--- src/rtl/cq_pkg.sv ---
// Shared definitions for the circular-queue slice: queue geometry and the
// reader FSM state encoding.
package cq_pkg;

    localparam int CQ_DATA_W = 16;
    localparam int CQ_DEPTH  = 8;
    localparam int CQ_PTR_W  = 3;

    // Reader FSM states
    localparam logic [1:0] IDLE  = 2'd0;
    localparam logic [1:0] FETCH = 2'd1;
    localparam logic [1:0] DRAIN = 2'd2;

endpackage

--- src/rtl/cq_reader_obuf.sv ---
// Two-entry output FIFO for cq_reader. Head data comes straight from the
// storage registers, so it holds steady while the sink stalls.
module cq_reader_obuf
    import cq_pkg::*;
#(
    parameter int DATA_W = CQ_DATA_W
) (
    input  logic              clk,
    input  logic              reset,
    input  logic              push,
    input  logic [DATA_W-1:0] push_data,
    input  logic              pop,
    output logic [1:0]        count,
    output logic [DATA_W-1:0] head_data
);

    logic [DATA_W-1:0] mem [2];
    logic              wr_ptr;
    logic              rd_ptr;
    logic              do_push;
    logic              do_pop;

    assign do_push   = push && (count != 2'd2);
    assign do_pop    = pop && (count != 2'd0);
    assign head_data = mem[rd_ptr];

    // Storage, pointers and occupancy; simultaneous push and pop keep count.
    always_ff @(posedge clk or negedge reset) begin
        if (!reset) begin
            mem    <= '{default: '0};
            wr_ptr <= 1'b0;
            rd_ptr <= 1'b0;
            count  <= 2'd0;
        end else begin
            if (do_push) begin
                mem[wr_ptr] <= push_data;
                wr_ptr      <= ~wr_ptr;
            end
            if (do_pop) begin
                rd_ptr <= ~rd_ptr;
            end
            case ({do_push, do_pop})
                2'b10:   count <= count + 2'd1;
                2'b01:   count <= count - 2'd1;
                default: count <= count;
            endcase
        end
    end

endmodule

--- src/rtl/cq_reader.sv ---
// Consumer-side burst reader for the 8-entry circular queue. Pops up to
// `len` words and streams them out through a 2-entry buffer.
// Optional: define CQ_READER_STATS_EN to add the stall_cnt output.
module cq_reader
    import cq_pkg::*;
#(
    parameter int DATA_W = CQ_DATA_W,
    parameter int LEN_W  = 8
) (
    input  logic              clk,
    input  logic              reset,
    input  logic              start,
    input  logic [LEN_W-1:0]  len,
    output logic              busy,
    output logic              done,
    input  logic              cq_empty,
    input  logic [DATA_W-1:0] cq_dout,
    output logic              cq_rd,
    output logic              out_valid,
    input  logic              out_ready,
    output logic [DATA_W-1:0] out_data
`ifdef CQ_READER_STATS_EN
    ,
    output logic [15:0]       stall_cnt
`endif
);

    localparam logic [LEN_W-1:0] ONE = LEN_W'(1);

    logic [1:0]       state;
    logic [LEN_W-1:0] pop_left;
    logic [LEN_W-1:0] dlv_left;
    logic [1:0]       count;
    logic             hs;
    logic             last_hs;

    assign busy      = (state != IDLE);
    assign out_valid = (count != 2'd0);
    assign hs        = out_valid && out_ready;
    assign last_hs   = hs && (dlv_left == ONE);
    assign cq_rd     = (state == FETCH) && !cq_empty && (pop_left != '0) && (count != 2'd2);

    cq_reader_obuf #(
        .DATA_W (DATA_W)
    ) u_obuf (
        .clk       (clk),
        .reset     (reset),
        .push      (cq_rd),
        .push_data (cq_dout),
        .pop       (hs),
        .count     (count),
        .head_data (out_data)
    );

    // Burst FSM and pop/deliver counters; done pulses the cycle after the
    // final handshake (or after a zero-length request).
    always_ff @(posedge clk or negedge reset) begin
        if (!reset) begin
            state    <= IDLE;
            pop_left <= '0;
            dlv_left <= '0;
            done     <= 1'b0;
        end else begin
            done <= 1'b0;
            case (state)
                IDLE: begin
                    if (start) begin
                        if (len != '0) begin
                            pop_left <= len;
                            dlv_left <= len;
                            state    <= FETCH;
                        end else begin
                            done <= 1'b1;
                        end
                    end
                end
                FETCH, DRAIN: begin
                    if (cq_rd) begin
                        pop_left <= pop_left - ONE;
                    end
                    if (hs && (dlv_left != '0)) begin
                        dlv_left <= dlv_left - ONE;
                    end
                    // The final pop always leaves the buffer non-empty, so
                    // DRAIN is entered on the edge that issues it.
                    if (last_hs) begin
                        state <= IDLE;
                        done  <= 1'b1;
                    end else if ((state == FETCH) && cq_rd && (pop_left == ONE)) begin
                        state <= DRAIN;
                    end
                end
                default: state <= IDLE;
            endcase
        end
    end

`ifdef CQ_READER_STATS_EN
    // Saturating count of FETCH cycles lost to an empty queue or a stalled sink.
    always_ff @(posedge clk or negedge reset) begin
        if (!reset) begin
            stall_cnt <= '0;
        end else if ((state == IDLE) && start) begin
            stall_cnt <= '0;
        end else if ((state == FETCH) && (cq_empty || (out_valid && !out_ready))
                     && (stall_cnt != 16'hFFFF)) begin
            stall_cnt <= stall_cnt + 16'd1;
        end
    end
`endif

endmodule
--- config.mk ---
export PLATFORM = sky130hd
export DESIGN_NAME = cq_reader
export DESIGN_NICKNAME = d
export VERILOG_FILES = /design/src/rtl/cq_pkg.sv /design/src/rtl/cq_reader_obuf.sv /design/src/rtl/cq_reader.sv
export SDC_FILE = /design/constraint.sdc
export NUM_CORES = 1
export LEC_CHECK = 0
export BUFFER_PORTS_ARGS = -buffer_cell sky130_fd_sc_hd__buf_2
export CAP_MARGIN = 20
export CORE_ASPECT_RATIO = 1.4
export CORE_UTILIZATION = 40
export DETAILED_ROUTE_END_ITERATION = 8
export PLACE_DENSITY_LB_ADDON = 0.15
export REMOVE_ABC_BUFFERS = 1
export SYNTH_ARGS = -nofsm -noshare
export SYNTH_HDL_FRONTEND = slang
export SYNTH_SLANG_ARGS = --single-unit
--- constraint.sdc ---
create_clock -name clk -period 4.1 [get_ports clk]
set_clock_uncertainty 0.2 [all_clocks]
set_input_delay 0.41 -clock clk [delete_from_list [all_inputs] [get_ports clk]]
set_output_delay 0.41 -clock clk [all_outputs]
set_load 0.005 [all_outputs]
# Word level (Yosys, flattened, before mapping)
# Index checks and enable logic that the tools add are counted.
dict set report totals {
  ff_bits 55
  latchBits 0
  ramBits 0
  romBits 0
  in_bits 29
  n_memories 0
}
dict set report classes {
  add_sub_neg 4
  mul 0
  div_mod_pow 0
  magnitude_cmp 3
  eq_ne 12
  shifts 0
  mux 22
  n_bitwise 4
  reduce_logical 24
}
# cell count
set op_table {}
lappend op_table {{2-to-1 mux 16 bit} 4}
lappend op_table {{bitwise mux 32 bit} 1}
lappend op_table {{2-to-1 mux 8 bit} 4}
lappend op_table {{one-hot mux 8 bit (2 select lines)} 2}
lappend op_table {{nonzero test 8 bit} 3}
lappend op_table {{demux 16 bit (select 1 bit)} 1}
lappend op_table {{== test 8 x 1 -> 1 bit (second input constant)} 2}
lappend op_table {{subtractor 8 x 1 -> 8 bit (second input constant)} 2}
lappend op_table {{logical AND 1 bit} 11}
lappend op_table {{!= test 2 bit (second input constant)} 5}
lappend op_table {{2-to-1 mux 2 bit} 4}
lappend op_table {{one-hot mux 2 bit (2 select lines)} 2}
lappend op_table {{AND reduction 4 bit} 2}
lappend op_table {{nonzero test 2 bit} 4}
lappend op_table {{== test 2 x 1 -> 1 bit (second input constant)} 2}
lappend op_table {{== test 2 bit (second input constant)} 2}
lappend op_table {{>= comparator 2 bit (second input constant)} 2}
lappend op_table {{inverter 1 -> 2 bit} 2}
lappend op_table {{2-to-1 mux 1 bit} 3}
lappend op_table {{!= test 3 bit (second input constant)} 1}
lappend op_table {{AND reduction 3 bit} 1}
lappend op_table {{adder 2 x 1 -> 2 bit (second input constant)} 1}
lappend op_table {{logical NOT 2 bit} 1}
lappend op_table {{< comparator 2 x 1 -> 1 bit (second input constant)} 1}
lappend op_table {{5 further kinds} 6}

# Logic depth before layout (Yosys ltp)
# Gate-level depths: netlist (run 1).
dict set report depth {
  depth_word 9
  depth_mapped 9
}

# Modules after synthesis
# From an unflattened synthesis (run 1), not the netlist that was laid out.
dict set report unflattened {
  cells_unflattened 278
  hier_area_um2 3176.8
}
# module instances cells_per_inst area_each_um2 seq_area_each_um2
set by_module_without_submodules {}
lappend by_module_without_submodules {cq_reader_obuf 1 102 1694.1 900.9}
lappend by_module_without_submodules {cq_reader 1 176 1482.7 475.5}

# Worst setup path after synthesis (run 1)
# No wires, ideal clock.
dict set report synth_path {
  path_kind {register -> register}
  from {reg pop_left[0]}
  to {reg u_obuf.mem[18] (netlist name)}
  setup_ns 0.125
  arrival_ns 1.849
  path_slack_ns 1.926
  path_stages_with_launch 9
  path_buffers 1
  synth_period_minus_slack_ns 2.174
  cell_sequence {dfrtp_1 -> inv_1 -> ha_1 -> nor2b_1 -> a21oi_2 -> inv_2 -> nor2_4 -> buf_6 -> mux2_2}
}
dict set report synth_between {
  elab_chain_len 4
}
# item line
set synth_lines {}
lappend synth_lines {{from (decl)} cq_reader.sv:31} ;# logic [LEN_W-1:0] pop_left;
lappend synth_lines {{from (signal assigned)} cq_reader.sv:69} ;# pop_left <= len;
lappend synth_lines {{from (signal assigned)} cq_reader.sv:79} ;# pop_left <= pop_left - ONE;
lappend synth_lines {{nonzero test 8 bit} cq_reader.sv:41} ;# assign cq_rd = (state == FETCH) && !cq_empty && (pop_left != '0) && (count != 2'd2);
lappend synth_lines {{logical AND 1 bit (2 in series)} cq_reader.sv:41}
lappend synth_lines {{via cq_rd} cq_reader.sv:18} ;# output logic cq_rd,
lappend synth_lines {{logical AND 1 bit} cq_reader_obuf.sv:23} ;# assign do_push = push && (count != 2'd2);
lappend synth_lines {{to (signal, indexed assignment)} cq_reader_obuf.sv:36} ;# mem[wr_ptr] <= push_data;
lappend synth_lines {{to (decl)} cq_reader_obuf.sv:17} ;# logic [DATA_W-1:0] mem [2];
# The timed path passes the listed nets, and every way through them passes these cells.
# A chain may end at the register's enable or synchronous reset.

# Worst setup path in the final report (run 1)
dict set report layout_path {
  from {reg state[0]}
  to {reg pop_left[3]}
}
dict set report layout_between {
  elab_chain_len 6
  elab_cells_between_ends 13
  cone_classes {eq/ne: 5; mux: 1; reduce/logical: 7}
}
# item line
set layout_lines {}
lappend layout_lines {{from (decl)} cq_reader.sv:30} ;# logic [1:0] state;
lappend layout_lines {{from (signal assigned)} cq_reader.sv:59} ;# state <= IDLE;
lappend layout_lines {{from (signal assigned)} cq_reader.sv:71} ;# state <= FETCH;
lappend layout_lines {{from (signal assigned)} cq_reader.sv:87} ;# state <= IDLE;
lappend layout_lines {{== test 2 x 1 -> 1 bit} {cq_reader.sv:41, cq_reader.sv:65}}
lappend layout_lines {{logical AND 1 bit (3 in series)} cq_reader.sv:41}
lappend layout_lines {{!= test 2 bit (no line)} n/a}
lappend layout_lines {{AND reduction 4 bit (no line)} n/a}
# Several ways; a longest one is shown, not always the timed one.

==> results_tabular.tex, run 1 <==
\begin{tabular}{lr}
\hline
Metric & Value \\
\hline
\multicolumn{2}{l}{\textbf{Die}} \\
\quad Vert. Die Dim & 104 um \\
\quad Die Outline Area & 7790 um2 \\
\quad Core area & 7070 um2 \\
\quad Starting density of the core & between 40\% and 50\% \\
\quad Die span in x & 74.9 um \\
\quad Boundary Pins & 49 \\
\quad Num rows & 36 \\
\multicolumn{2}{l}{\textbf{Global route}} \\
\quad Most heavily used metal layer in global routing & met2 \\
\quad Total congestion overflow & 0 \\
\quad Antenna violations before repair & 0 \\
\quad Met3 demand-to-capacity share in global routing & about 3\% \\
\quad Wire length of the first global-routing pass & $\sim$11 mm \\
\quad Met1 layer usage reported by global route & 23.1\% \\
\quad Overall track demand over capacity in global routing & between 10\% and 20\% \\
\quad Vias in the first global route & 2,233 \\
\quad Met2 global-route usage & 30.4\% \\
\quad Maximum number of pins on one net before global-route repair & 37 \\
\multicolumn{2}{l}{\textbf{Min path}} \\
\quad Type of the tightest min-delay check & in2async \\
\multicolumn{2}{l}{\textbf{STA}} \\
\quad Min Hold Slack & -0.0157 ns \\
\quad Final setup violation count & 0 \\
\quad Total Negative Setup Slacks & 0 ns \\
\quad Clock period minus final worst setup slack & 2.63 ns \\
\quad Unrepaired setup endpoints after global routing & false \\
\quad Hold violation count in the final report & 12 \\
\quad Headroom to the max-slew limit & 45.6\% \\
\quad Count of final max-slew check failures & 0 \\
\quad Top achievable clock speed & 380 MHz \\
\quad Worst-margin pin slew & 0.816 ns \\
\quad Ratio of final minimum period to clock period & 64.2\% \\
\quad Slack of the critical path & 1.47 ns \\
\multicolumn{2}{l}{\textbf{Job}} \\
\quad Number of max-capacitance violations reported & 0 \\
\multicolumn{2}{l}{\textbf{Status}} \\
\quad Violated checks & negative hold slack \\
\quad Outcome & complete, but fails checks \\
\multicolumn{2}{l}{\textbf{Layout}} \\
\quad Multi-input logic area & 1490 um2 \\
\quad Final standard cell utilization of the core & between 40\% and 50\% \\
\quad P\&R area growth vs syn & 14.2\% \\
\quad Area taken by flip-flops and latches & between 1000 and 1500 um2 \\
\quad Number of antenna repair diodes & 0 \\
\quad Area of all placed cells without fillers & 3400 um2 \\
\quad Fraction of final layout cells sized beyond drive strength 1 & a little under two fifths \\
\quad Nets@finish & 350 \\
\quad Number of fill cells in the layout & 690 \\
\multicolumn{2}{l}{\textbf{Route}} \\
\quad Post-detailed-route DRC marker count & 0 \\
\quad DR iter-0 viols & 90 \\
\quad Count of vias placed by the detailed router & 2,261 \\
\quad Number of vias per cell after detailed routing & between 5 and 6 \\
\quad First drt pass iteration count & 4 \\
\quad Average detailed-routed wire length per instance & 16.1 um \\
\quad WL final & 6.57 mm \\
\quad Routed Antenna Nets & 0 \\
\multicolumn{2}{l}{\textbf{Clock network}} \\
\quad Clock buffers created by TritonCTS & 5 \\
\quad Setup repair bufs after CTS & 0 \\
\quad Master cell of the clock root buffer & clkbuf\_8 \\
\quad Number of H-tree branching levels & 2 \\
\quad CTS hold repair buffers & 0 \\
\quad Clock sink count & 55 \\
\quad CTS clock-pin slew for the worst setup and hold paths & roughly 0.10 ns \\
\quad CTS tree & done \\
\quad Later-pin clock latency in the skew report & just over 0.3 ns \\
\quad Count of instances resized after the clock tree is built & 0 \\
\quad Maximum buffer depth of the clock tree & 2 \\
\multicolumn{2}{l}{\textbf{Placed design}} \\
\quad Worst slack after detailed placement & 1.49 ns \\
\quad Estimated wirelength of the detail-placed design & $\sim$4.8 mm \\
\quad DP Area & 3300 um2 \\
\quad Weighted congestion reported at the end of routability-driven placement & 0.880 \\
\quad PortBufs & 48 \\
\multicolumn{2}{l}{\textbf{Yosys}} \\
\quad Number of enable-type register cells in the synthesized netlist & 0 \\
\quad Synth area leaders & dfrtp\_1 46\%, mux2\_2 18\%, ha\_1 3.8\% \\
\quad Top\_reg\_cell synth & dfrtp\_1 \\
\quad Count of unique library cells instantiated by Yosys & 52 \\
\quad Register bit count reported by yosys & 55 \\
\quad Cells after synthesis & 264 \\
\quad Combined area of all synthesized cells & 2980 um2 \\
\quad Syn Area/Cell & $\sim$11 um2 \\
\quad Synth top area share & 46.3\% \\
\quad Post-synthesis sequential area ratio & 46.3\% \\
\quad Synth async-reset ratio & 100\% \\
\quad Cell taking the most area after synthesis & dfrtp\_1 \\
\quad Warnings, synthesis & 0 \\
\multicolumn{2}{l}{\textbf{Setup path}} \\
\quad Worst reg2reg startpoint & state[0] \\
\quad Crit path kind & reg2reg \\
\quad Maximum fanout count along the critical path & 20 \\
\quad R2R cell count & 8 \\
\quad Data required time of the worst path & 4.10 ns \\
\quad Capturing element type of the critical path & register \\
\quad R2R Path End & pop\_left[3] \\
\quad Timing startpoint of the critical path & state[0] \\
\quad Crit path to & pop\_left[3] \\
\quad Setup crit start kind & register \\
\quad Endpoint arrival time on the critical path & 2.63 ns \\
\quad Internal reg-to-reg setup slack & approximately 1.5 ns \\
\multicolumn{2}{l}{\textbf{Pwr}} \\
\quad Static leakage & $\sim$1.5 nW \\
\quad P per Cell Area & around 760 nW/um2 \\
\quad Max rail drop VDD & 318 uV \\
\hline
\end{tabular}
-- where the power goes --
part           total (W)  internal [W]  switching, W  leakage, nW
combinational    0.00124      0.000637      0.000598        0.768
sequential       0.00104      0.000811      0.000233        0.661
clock           0.000319      0.000138      0.000181       0.0474
-- cell families (layout without fill, tap and decap cells) --
| group | count (synthesis) | count (layout) | share of synthesized area (%) |
|---|---|---|---|
| flops | 55 | 55 | 46.3 |
| xor+xnor | 5 | 5 | 1.47 |
| mux | 50 | 50 | 18.8 |
| fa+ha+maj | 9 | 9 | 3.78 |
| buf+inv | 23 | 72 | 3.57 |
| simple gates | 69 | 69 | 13.3 |
| compound gates | 53 | 53 | 12.8 |
-- Yosys cell counts (2+ instances only) --
| library cell | number |
|---|---|
| clkbuf_1 | 6 |
| a41oi_1 | 2 |
| mux2i_1 | 2 |
| nand2b_1 | 2 |
| buf_6 | 2 |
| o21ai_0 | 16 |
| a22oi_1 | 5 |
| o311ai_0 | 2 |
| nand4b_1 | 2 |
| mux2_2 | 48 |
| o21a_1 | 2 |
| nand2_1 | 13 |
| nor4_1 | 3 |
| nor3_1 | 4 |
| o22ai_1 | 3 |
| a31oi_1 | 2 |
| or4_4 | 3 |
| inv_1 | 11 |
| nand3_1 | 11 |
| or2_2 | 2 |
| a21oi_1 | 6 |
| or4_1 | 4 |
| inv_2 | 2 |
| ha_1 | 9 |
| or3_1 | 2 |
| nor2_1 | 11 |
| dfrtp_1 | 55 |
| nand4_1 | 4 |
| o211ai_1 | 2 |
| o41ai_1 | 2 |
| xnor2_1 | 4 |
| nor2_4 | 2 |
-- state kept, by name, summed over array words and instances (netlist names) --
name           count
done               1
u_obuf.mem        32
u_obuf.count       2
pop_left           8
u_obuf.rd_ptr      1
state              2
u_obuf.wr_ptr      1
dlv_left           8
-- per-layer routing --
metal / vias up / part of all wire (%)
li1: 1081 / -
met1: 1109 / 45
met2: 63 / 49
met3: 8 / 4.3
met4: 0 / 1.4
met5: - / 0
-- layout by cell type (no fill, tap or decap), drive strengths merged, types with 3 or more instances in the layout --
master and count:
nor3 5, nand2 13, nand4 4, nor2 13
a21oi 7, inv 13, nand3 11, clkbuf 6
or4 7, or2 3, o41ai 3, o21ai 16
nor4 3, dfrtp 55, ha 9, a22oi 5
buf 51, xnor2 4, mux2 48, o22ai 3
-- area by class of cell --
cell class	instances	area share [%]
Timing Repair Buffer	51	7.73
Tap cell	95	3.50
Multi-Input combinational cell	186	43.9
Inverter	13	1.44
Clock buffer	6	2.43
Clock inverter	2	0.479
Sequential cell	55	40.5
-- how the worst min path moves through the flow --
stage,from,endpoint,slack (ns),cells after the start
2_1_floorplan,reset,dlv_left[0],-0.09,0
3_3_place_gp,u_obuf.mem[8],u_obuf.mem[8],0.28,1
3_5_place_dp,u_obuf.mem[13],u_obuf.mem[13],0.29,1
4_1_cts,reset,u_obuf.mem[16],0.009,1
5_1_grt,reset,u_obuf.mem[2],0.04,1
6_report,reset,u_obuf.mem[18],-0.02,1
-- through the flow --
stage               total power [W]  std cells
finish                      0.00260        408
global route                0.00283        408
CTS                         0.00263        408
detailed placement          0.00230        400
global placement            0.00227        400
floorplan                   0.00189        254
-- worst max-delay path: stages (launching register included) --
cell and delay, ns:
dfrtp_1 0.39, inv_1 0.07, ha_1 0.27, buf_4 0.24, inv_1 0.24, nor2_1 0.33
or2_1 0.38, o21ai_0 0.13, a311o_1 0.28
No activity file was read; power rests on OpenSTA's default activity.
==> run 2, diff against run 1 <==
clock period = 2.45 ns   (was 4.1 ns; I/O delays follow)
==> run 2 against run 1 <==
The flow now finishes without violations. Clock-buffer cell count decreased by 1. Design area increased by 8.5%. Utilization increased by 4.1 points. First-iteration DRC count increased by 49%. Die area unchanged. Flip-flop and latch count unchanged. Non-clock buffer count increased by 27. Largest power group unchanged. Highest routed layer unchanged.
==> results_tabular.tex, run 2 (same netlist as run 1, synthesis figures left out) <==
\begin{tabular}{lr}
\hline
Metric & Value \\
\hline
\multicolumn{2}{l}{\textbf{Clock network}} \\
\quad Number of H-tree branching levels & 2 \\
\quad Master cell of the clock root buffer & clkbuf\_8 \\
\quad CTS tree & done \\
\quad CTS clock-pin slew for the worst setup and hold paths & $\sim$0.10 ns \\
\quad Later-pin clock latency in the skew report & 0.30 ns \\
\quad Maximum buffer depth of the clock tree & 2 \\
\quad Clock sink count & 55 \\
\quad Clock buffers created by TritonCTS & 5 \\
\multicolumn{2}{l}{\textbf{Layout}} \\
\quad Most used cells in the layout excluding fill and tap cells & 55 x dfrtp\_1, 48 x mux2\_2, 48 x buf\_2 \\
\quad P\&R area growth vs syn & 24.0\% \\
\quad Max reg flops & 32 \\
\quad Largest reg by FF count & u\_obuf.mem \\
\quad Number of antenna repair diodes & 0 \\
\quad Most frequent standard cell in the layout excluding fill and tap cells & dfrtp\_1 \\
\quad Number of fill cells in the layout & 649 \\
\quad Registers with the most flip-flops & u\_obuf.mem (32), dlv\_left (8), pop\_left (8) \\
\quad Nets@finish & around 380 \\
\quad Fraction of final layout cells sized beyond drive strength 1 & 38.1\% \\
\multicolumn{2}{l}{\textbf{Status}} \\
\quad Outcome & completed \\
\multicolumn{2}{l}{\textbf{Setup path}} \\
\quad R2R cell count & 8 \\
\quad Endpoint arrival time on the critical path & 2.31 ns \\
\quad Critical Path Max Stage Delay & about 0.44 ns \\
\quad Internal reg-to-reg setup slack & approximately 0.13 ns \\
\quad Capturing element type of the critical path & register \\
\quad Maximum fanout count along the critical path & 16 \\
\quad Setup crit start kind & register \\
\quad Data required time of the worst path & 2.44 ns \\
\quad R2R Path End & u\_obuf.mem[26] \\
\quad Worst reg2reg startpoint & pop\_left[0] \\
\quad Timing startpoint of the critical path & pop\_left[0] \\
\quad Crit path kind & reg2reg \\
\quad Library cell contributing the largest single delay on the critical path & dfrtp\_1 \\
\quad Cell-by-cell listing of the critical path & inv\_1, ha\_1, nor2b\_1, a21oi\_2, inv\_2, nor2\_4, buf\_12, mux2\_2 \\
\quad Crit path to & u\_obuf.mem[26] \\
\multicolumn{2}{l}{\textbf{Global route}} \\
\quad Wire length of the first global-routing pass & 11.3 mm \\
\quad Overall track demand over capacity in global routing & 18.6\% \\
\quad Maximum number of pins on one net before global-route repair & 34 \\
\quad Antenna violations before repair & 0 \\
\quad Vias in the first global route & 2,353 \\
\quad Total congestion overflow & 0 \\
\multicolumn{2}{l}{\textbf{STA}} \\
\quad Hold violation count in the final report & 0 \\
\quad Top achievable clock speed & approximately 430 MHz \\
\quad Worst-margin pin slew & 0.625 ns \\
\quad Min Hold Slack & 0.0118 ns \\
\quad Count of final max-slew check failures & 0 \\
\quad Final setup violation count & 0 \\
\quad Ratio of final minimum period to clock period & 94.5\% \\
\quad Clock period minus final worst setup slack & 2.32 ns \\
\quad Headroom to the max-slew limit & just under 60\% \\
\quad Total Negative Setup Slacks & 0 ns \\
\multicolumn{2}{l}{\textbf{Pwr}} \\
\quad Static leakage & 1.61 nW \\
\quad Max rail drop VDD & about 480 uV \\
\quad P per Cell Area & around 1200 nW/um2 \\
\multicolumn{2}{l}{\textbf{Route}} \\
\quad DR iter-0 viols & 134 \\
\quad First drt pass iteration count & 4 \\
\quad Average detailed-routed wire length per instance & approximately 16 um \\
\quad WL final & just under 7 mm \\
\quad Routed Antenna Nets & 0 \\
\quad Count of vias placed by the detailed router & 2,352 \\
\quad Post-detailed-route DRC marker count & 0 \\
\quad Number of vias per cell after detailed routing & 5.42 \\
\multicolumn{2}{l}{\textbf{Die}} \\
\quad Vert. Die Dim & 104 um \\
\quad Boundary Pins & 49 \\
\quad Die Outline Area & 7790 um2 \\
\quad Die span in x & 74.9 um \\
\quad Core area & 7070 um2 \\
\quad Num rows & 36 \\
\quad Starting density of the core & 42.1\% \\
\multicolumn{2}{l}{\textbf{Placed design}} \\
\quad Weighted congestion reported at the end of routability-driven placement & 0.813 \\
\quad PortBufs & 48 \\
\quad Estimated wirelength of the detail-placed design & 4.88 mm \\
\multicolumn{2}{l}{\textbf{Min path}} \\
\quad Depth of the worst hold-timing path & 3 \\
\quad Type of the tightest min-delay check & in2reg \\
\multicolumn{2}{l}{\textbf{Job}} \\
\quad Number of max-capacitance violations reported & 0 \\
\hline
\end{tabular}
[run 2: cell types whose count changed in the layout (fill, tap and decap cells not counted)]
cell	delta
buf_12	+3
buf_4	+7
bufinv_16	+1
clkbuf_8	-1
clkinv_4	-1
dlygate4sd3_1	+17
[run 2: critical path: cells and delay by family, from the launching register on]
family / cells / cell delay, ns
adder cells (fa/ha/maj): 1 / 0.25
AND/OR/NAND/NOR: 2 / 0.31
buffers and inverters: 3 / 0.39
AO/OA/AOI/OAI: 1 / 0.27
multiplexers: 1 / 0.34
flip-flops: 1 / 0.44
[run 2: final cells by class]
cell class,count,area (um2),share of cell area (%)
multi-input cells,186,1490,40.5
inverters,13,48.8,1.32
flip-flops and latches,55,1380,37.3
well taps,95,119,3.22
clock buffers,5,68.8,1.87
clock inverters,2,37.5,1.02
repair buffers,78,546,14.8
[run 2: timing repair]
action / CTS / global route
resized for setup: 0 / 0
hold endpoints to repair: 54 / 0
setup endpoints to repair: 0 / 17
setup buffers: 0 / 2
hold buffers: 17 / 0
[run 2: routing by layer]
metal | GRT usage (%) | up-vias | part of all wire, %
met4 | 6.06 | 0 | 1.7
met3 | 2.91 | 8 | 3.7
met5 | 0 | - | 0
li1 | - | 1125 | -
met2 | 31.5 | 52 | 50
met1 | 23.5 | 1167 | 44
[run 2: worst min-delay path by stage]
stage          slack, ns            end    from
6_report            0.01    pop_left[6]  len[6]
5_1_grt             0.03    pop_left[6]  len[6]
4_1_cts            0.008    pop_left[6]  len[6]
3_5_place_dp        0.09  u_obuf.mem[0]   reset
3_3_place_gp        0.08  u_obuf.mem[0]   reset
2_1_floorplan      -0.25    dlv_left[0]   reset
[run 2: metrics by stage]
step	utilization, %	setup WS, ns	power [W]	std cells	instance area, um2
6_report	52.2	0.134	0.00454	434	3690
2_1_floorplan	-	0.0494	0.00316	254	2920
3_3_place_gp	48.0	0.0995	0.00391	408	3400
3_5_place_dp	48.0	0.101	0.00394	408	3400
4_1_cts	51.9	0.0726	0.00457	432	3670
5_1_grt	52.2	-0.000824	0.00493	434	3690
[run 2: power by group]
part           leakage, nW  switching (W)  internal (W)
Combinational        0.902        0.00107       0.00118
Sequential           0.661       0.000341       0.00136
Clock               0.0502       0.000297      0.000299
Total                 1.61        0.00170       0.00283
==> run 3, diff against run 2 <==
SYNTH_HIERARCHICAL = 1   (was not set)
==> run 3 against run 2 <==
Hold slack improved by 0.012 ns. Global-route usage increased by 0.76 points. Utilization decreased by 1.7 points. Design area increased by 5.4%. Final cell count increased by 4.6%. Worst setup slack improved by 0.020 ns.
==> results_tabular.tex, run 3 <==
\begin{tabular}{lr}
\hline
Metric & Value \\
\hline
\multicolumn{2}{l}{\textbf{Status}} \\
\quad Outcome & completed \\
\multicolumn{2}{l}{\textbf{Setup path}} \\
\quad Timing startpoint of the critical path & pop\_left[1] \\
\quad Crit path kind & reg2out \\
\quad Library cell contributing the largest single delay on the critical path & dfrtp\_1 \\
\quad Cell-by-cell listing of the critical path & inv\_1, ha\_1, nor2b\_1, a21boi\_2, buf\_4, buf\_2 \\
\quad Setup crit start kind & register \\
\quad Maximum fanout count along the critical path & 6 \\
\quad Worst reg2reg startpoint & state[0] \\
\quad Internal reg-to-reg setup slack & $\sim$0.20 ns \\
\quad Worst Path Buf+Inv & 3 \\
\quad Crit-path leading delay family & buffers and inverters \\
\quad Capturing element type of the critical path & primary output \\
\quad Data required time of the worst path & 2.01 ns \\
\quad Critical Path Max Stage Delay & 0.43 ns \\
\quad Endpoint arrival time on the critical path & 1.85 ns \\
\multicolumn{2}{l}{\textbf{Clock network}} \\
\quad Master cell of the clock root buffer & clkbuf\_8 \\
\quad CTS tree & done \\
\quad Clock sink count & 55 \\
\quad CTS clock-pin slew for the worst setup and hold paths & 0.10 ns \\
\quad Number of H-tree branching levels & 2 \\
\quad Later-pin clock latency in the skew report & 0.31 ns \\
\quad Clock buffers created by TritonCTS & 5 \\
\quad Setup repair bufs after CTS & 0 \\
\quad Maximum buffer depth of the clock tree & 2 \\
\multicolumn{2}{l}{\textbf{Route}} \\
\quad Post-detailed-route DRC marker count & 0 \\
\quad Number of vias per cell after detailed routing & roughly 5.5 \\
\quad Count of vias placed by the detailed router & 2,507 \\
\quad Routed Antenna Nets & 0 \\
\quad Average detailed-routed wire length per instance & between 15 and 20 um \\
\quad First drt pass iteration count & 5 \\
\quad DR iter-0 viols & approximately 120 \\
\quad WL final & 7.53 mm \\
\multicolumn{2}{l}{\textbf{Yosys}} \\
\quad Synth area leaders & dfrtp\_1 43\%, mux2\_2 10\%, mux2\_4 9.5\% \\
\quad Combined area of all synthesized cells & 3180 um2 \\
\quad Post-synthesis sequential area ratio & 43.3\% \\
\quad Warnings, synthesis & 6 \\
\quad Synth top area share & 43.3\% \\
\quad Leading post-synthesis cells by instance count & 55 x dfrtp\_1, 29 x mux2\_2, 20 x mux2\_4 \\
\quad Count of unique library cells instantiated by Yosys & between 50 and 60 \\
\quad Register bit count reported by yosys & 55 \\
\quad Most frequent cell after synthesis & dfrtp\_1 \\
\quad Synth async-reset ratio & 100\% \\
\quad Cells after synthesis & 278 \\
\quad Syn Area/Cell & approximately 11 um2 \\
\quad Cell taking the most area after synthesis & dfrtp\_1 \\
\quad Top\_reg\_cell synth & dfrtp\_1 \\
\quad Number of enable-type register cells in the synthesized netlist & 0 \\
\multicolumn{2}{l}{\textbf{Die}} \\
\quad Die span in x & 77.3 um \\
\quad Vert. Die Dim & about 110 um \\
\quad Core area & about 7700 um2 \\
\quad Boundary Pins & a little under 50 \\
\quad Die Outline Area & 8310 um2 \\
\quad Num rows & 38 \\
\quad Starting density of the core & 41.2\% \\
\multicolumn{2}{l}{\textbf{Layout}} \\
\quad Nets@finish & 393 \\
\quad P\&R area growth vs syn & 22.3\% \\
\quad Most used cells in the layout excluding fill and tap cells & 55 x dfrtp\_1, 48 x buf\_2, 29 x mux2\_2 \\
\quad Most frequent standard cell in the layout excluding fill and tap cells & dfrtp\_1 \\
\quad Multi-input logic area & 1660 um2 \\
\quad Number of antenna repair diodes & 0 \\
\quad Area taken by flip-flops and latches & $\sim$1400 um2 \\
\quad Final standard cell utilization of the core & 50.5\% \\
\quad Number of fill cells in the layout & 735 \\
\quad Max reg flops & 32 \\
\quad Largest reg by FF count & u\_obuf/mem \\
\quad Registers with the most flip-flops & u\_obuf/mem (32), dlv\_left (8), pop\_left (8) \\
\quad Fraction of final layout cells sized beyond drive strength 1 & 37.0\% \\
\multicolumn{2}{l}{\textbf{Global route}} \\
\quad Met2 global-route usage & about a third \\
\quad Most heavily used metal layer in global routing & met2 \\
\quad Vias in the first global route & 2,686 \\
\quad Met3 demand-to-capacity share in global routing & 2.88\% \\
\quad Antenna violations before repair & 0 \\
\quad Maximum number of pins on one net before global-route repair & 34 \\
\quad Wire length of the first global-routing pass & 12.7 mm \\
\quad Overall track demand over capacity in global routing & 19.4\% \\
\quad Total congestion overflow & 0 \\
\quad Met1 layer usage reported by global route & 23.2\% \\
\multicolumn{2}{l}{\textbf{STA}} \\
\quad Unrepaired setup endpoints after global routing & false \\
\quad Count of final max-slew check failures & 0 \\
\quad Clock period minus final worst setup slack & $\sim$2.3 ns \\
\quad Final setup violation count & 0 \\
\quad Ratio of final minimum period to clock period & 93.7\% \\
\quad Worst-margin pin slew & between 0.6 and 0.7 ns \\
\quad Top achievable clock speed & approximately 440 MHz \\
\quad Headroom to the max-slew limit & between 50\% and 60\% \\
\quad Hold violation count in the final report & 0 \\
\multicolumn{2}{l}{\textbf{Placed design}} \\
\quad Estimated wirelength of the detail-placed design & 5.48 mm \\
\quad Weighted congestion reported at the end of routability-driven placement & 0.936 \\
\quad PortBufs & 48 \\
\multicolumn{2}{l}{\textbf{Min path}} \\
\quad Start point of the worst min-delay path & len[1] \\
\quad Type of the tightest min-delay check & in2reg \\
\multicolumn{2}{l}{\textbf{Pwr}} \\
\quad Static leakage & 1.73 nW \\
\quad Max rail drop VDD & 562 uV \\
\quad Design Power & 0.00492 W \\
\quad P per Cell Area & $\sim$1300 nW/um2 \\
\multicolumn{2}{l}{\textbf{Job}} \\
\quad Number of max-capacitance violations reported & 0 \\
\hline
\end{tabular}
[run 3: final cells by class]
class | count | share of cell area [%]
Clock inverter | 2 | 0.966
Sequential cell | 55 | 35.4
Clock buffer | 5 | 1.77
Tap cell | 100 | 3.22
Inverter | 10 | 0.966
Timing Repair Buffer | 85 | 15.1
Multi-Input combinational cell | 197 | 42.6
[run 3: path summary, 6_finish.rpt]
path / depth (start not counted) / endpoint
worst max-delay path: 6 / cq_rd
worst min-delay path: 3 / dlv_left[1]
worst max register to register: 7 / dlv_left[4]
worst min register to register: 1 / u_obuf/wr_ptr
max in group asynchronous: 3 / u_obuf/mem[8]
min in group asynchronous: 2 / u_obuf/mem[31]
[run 3: kinds of logic after synthesis]
family / count (synthesis) / share of synthesized area (%)
muxes: 50 / 20.0
xor gates and xnor gates: 5 / 1.38
AOI/OAI and AO/OA: 62 / 14.1
DFF: 55 / 43.3
adders and majority gates: 10 / 3.94
and+or+nand+nor: 70 / 12.5
buffers and inverters: 26 / 4.69
[run 3: worst register-to-register path, delay by kind of cell, from the launching register on]
family / cells / cell delay, ns
DFF: 1 / 0.40
and+or+nand+nor: 2 / 0.64
AOI/OAI and AO/OA: 2 / 0.43
adders and majority gates: 1 / 0.22
buffers and inverters: 2 / 0.26
[run 3: metal layers]
metal	routed length, um	part of all wire (%)
met5	0	0
met4	102	1.4
met3	287	3.8
met2	3830	51
met1	3310	44
[run 3: power breakdown]
part           switching [W]  internal (W)
Combinational        0.00120       0.00141
Sequential          0.000345       0.00136
Clock               0.000303      0.000299
[run 3: through the flow]
stage / setup slack [ns] / cell area (um2) / instances / setup TNS [ns] / hold slack [ns]
after floorplan: -0.317 / 3070 / 262 / -4.62 / -0.251
after global placement: 0.193 / 3610 / 430 / 0 / 0.0722
after detailed placement: 0.122 / 3610 / 430 / 0 / 0.0719
after CTS: 0.0986 / 3880 / 454 / 0 / 0.0280
after global routing: 0.0238 / 3890 / 454 / 0 / 0.0389
final: 0.153 / 3890 / 454 / 0 / 0.0239
[run 3: timing repair]
| action | in CTS | in global routing |
|---|---|---|
| resized for setup | 0 | 1 |
| endpoints found under the hold margin | 54 | 0 |
| hold buffers | 17 | 0 |
| endpoints found under the setup margin | 0 | 9 |
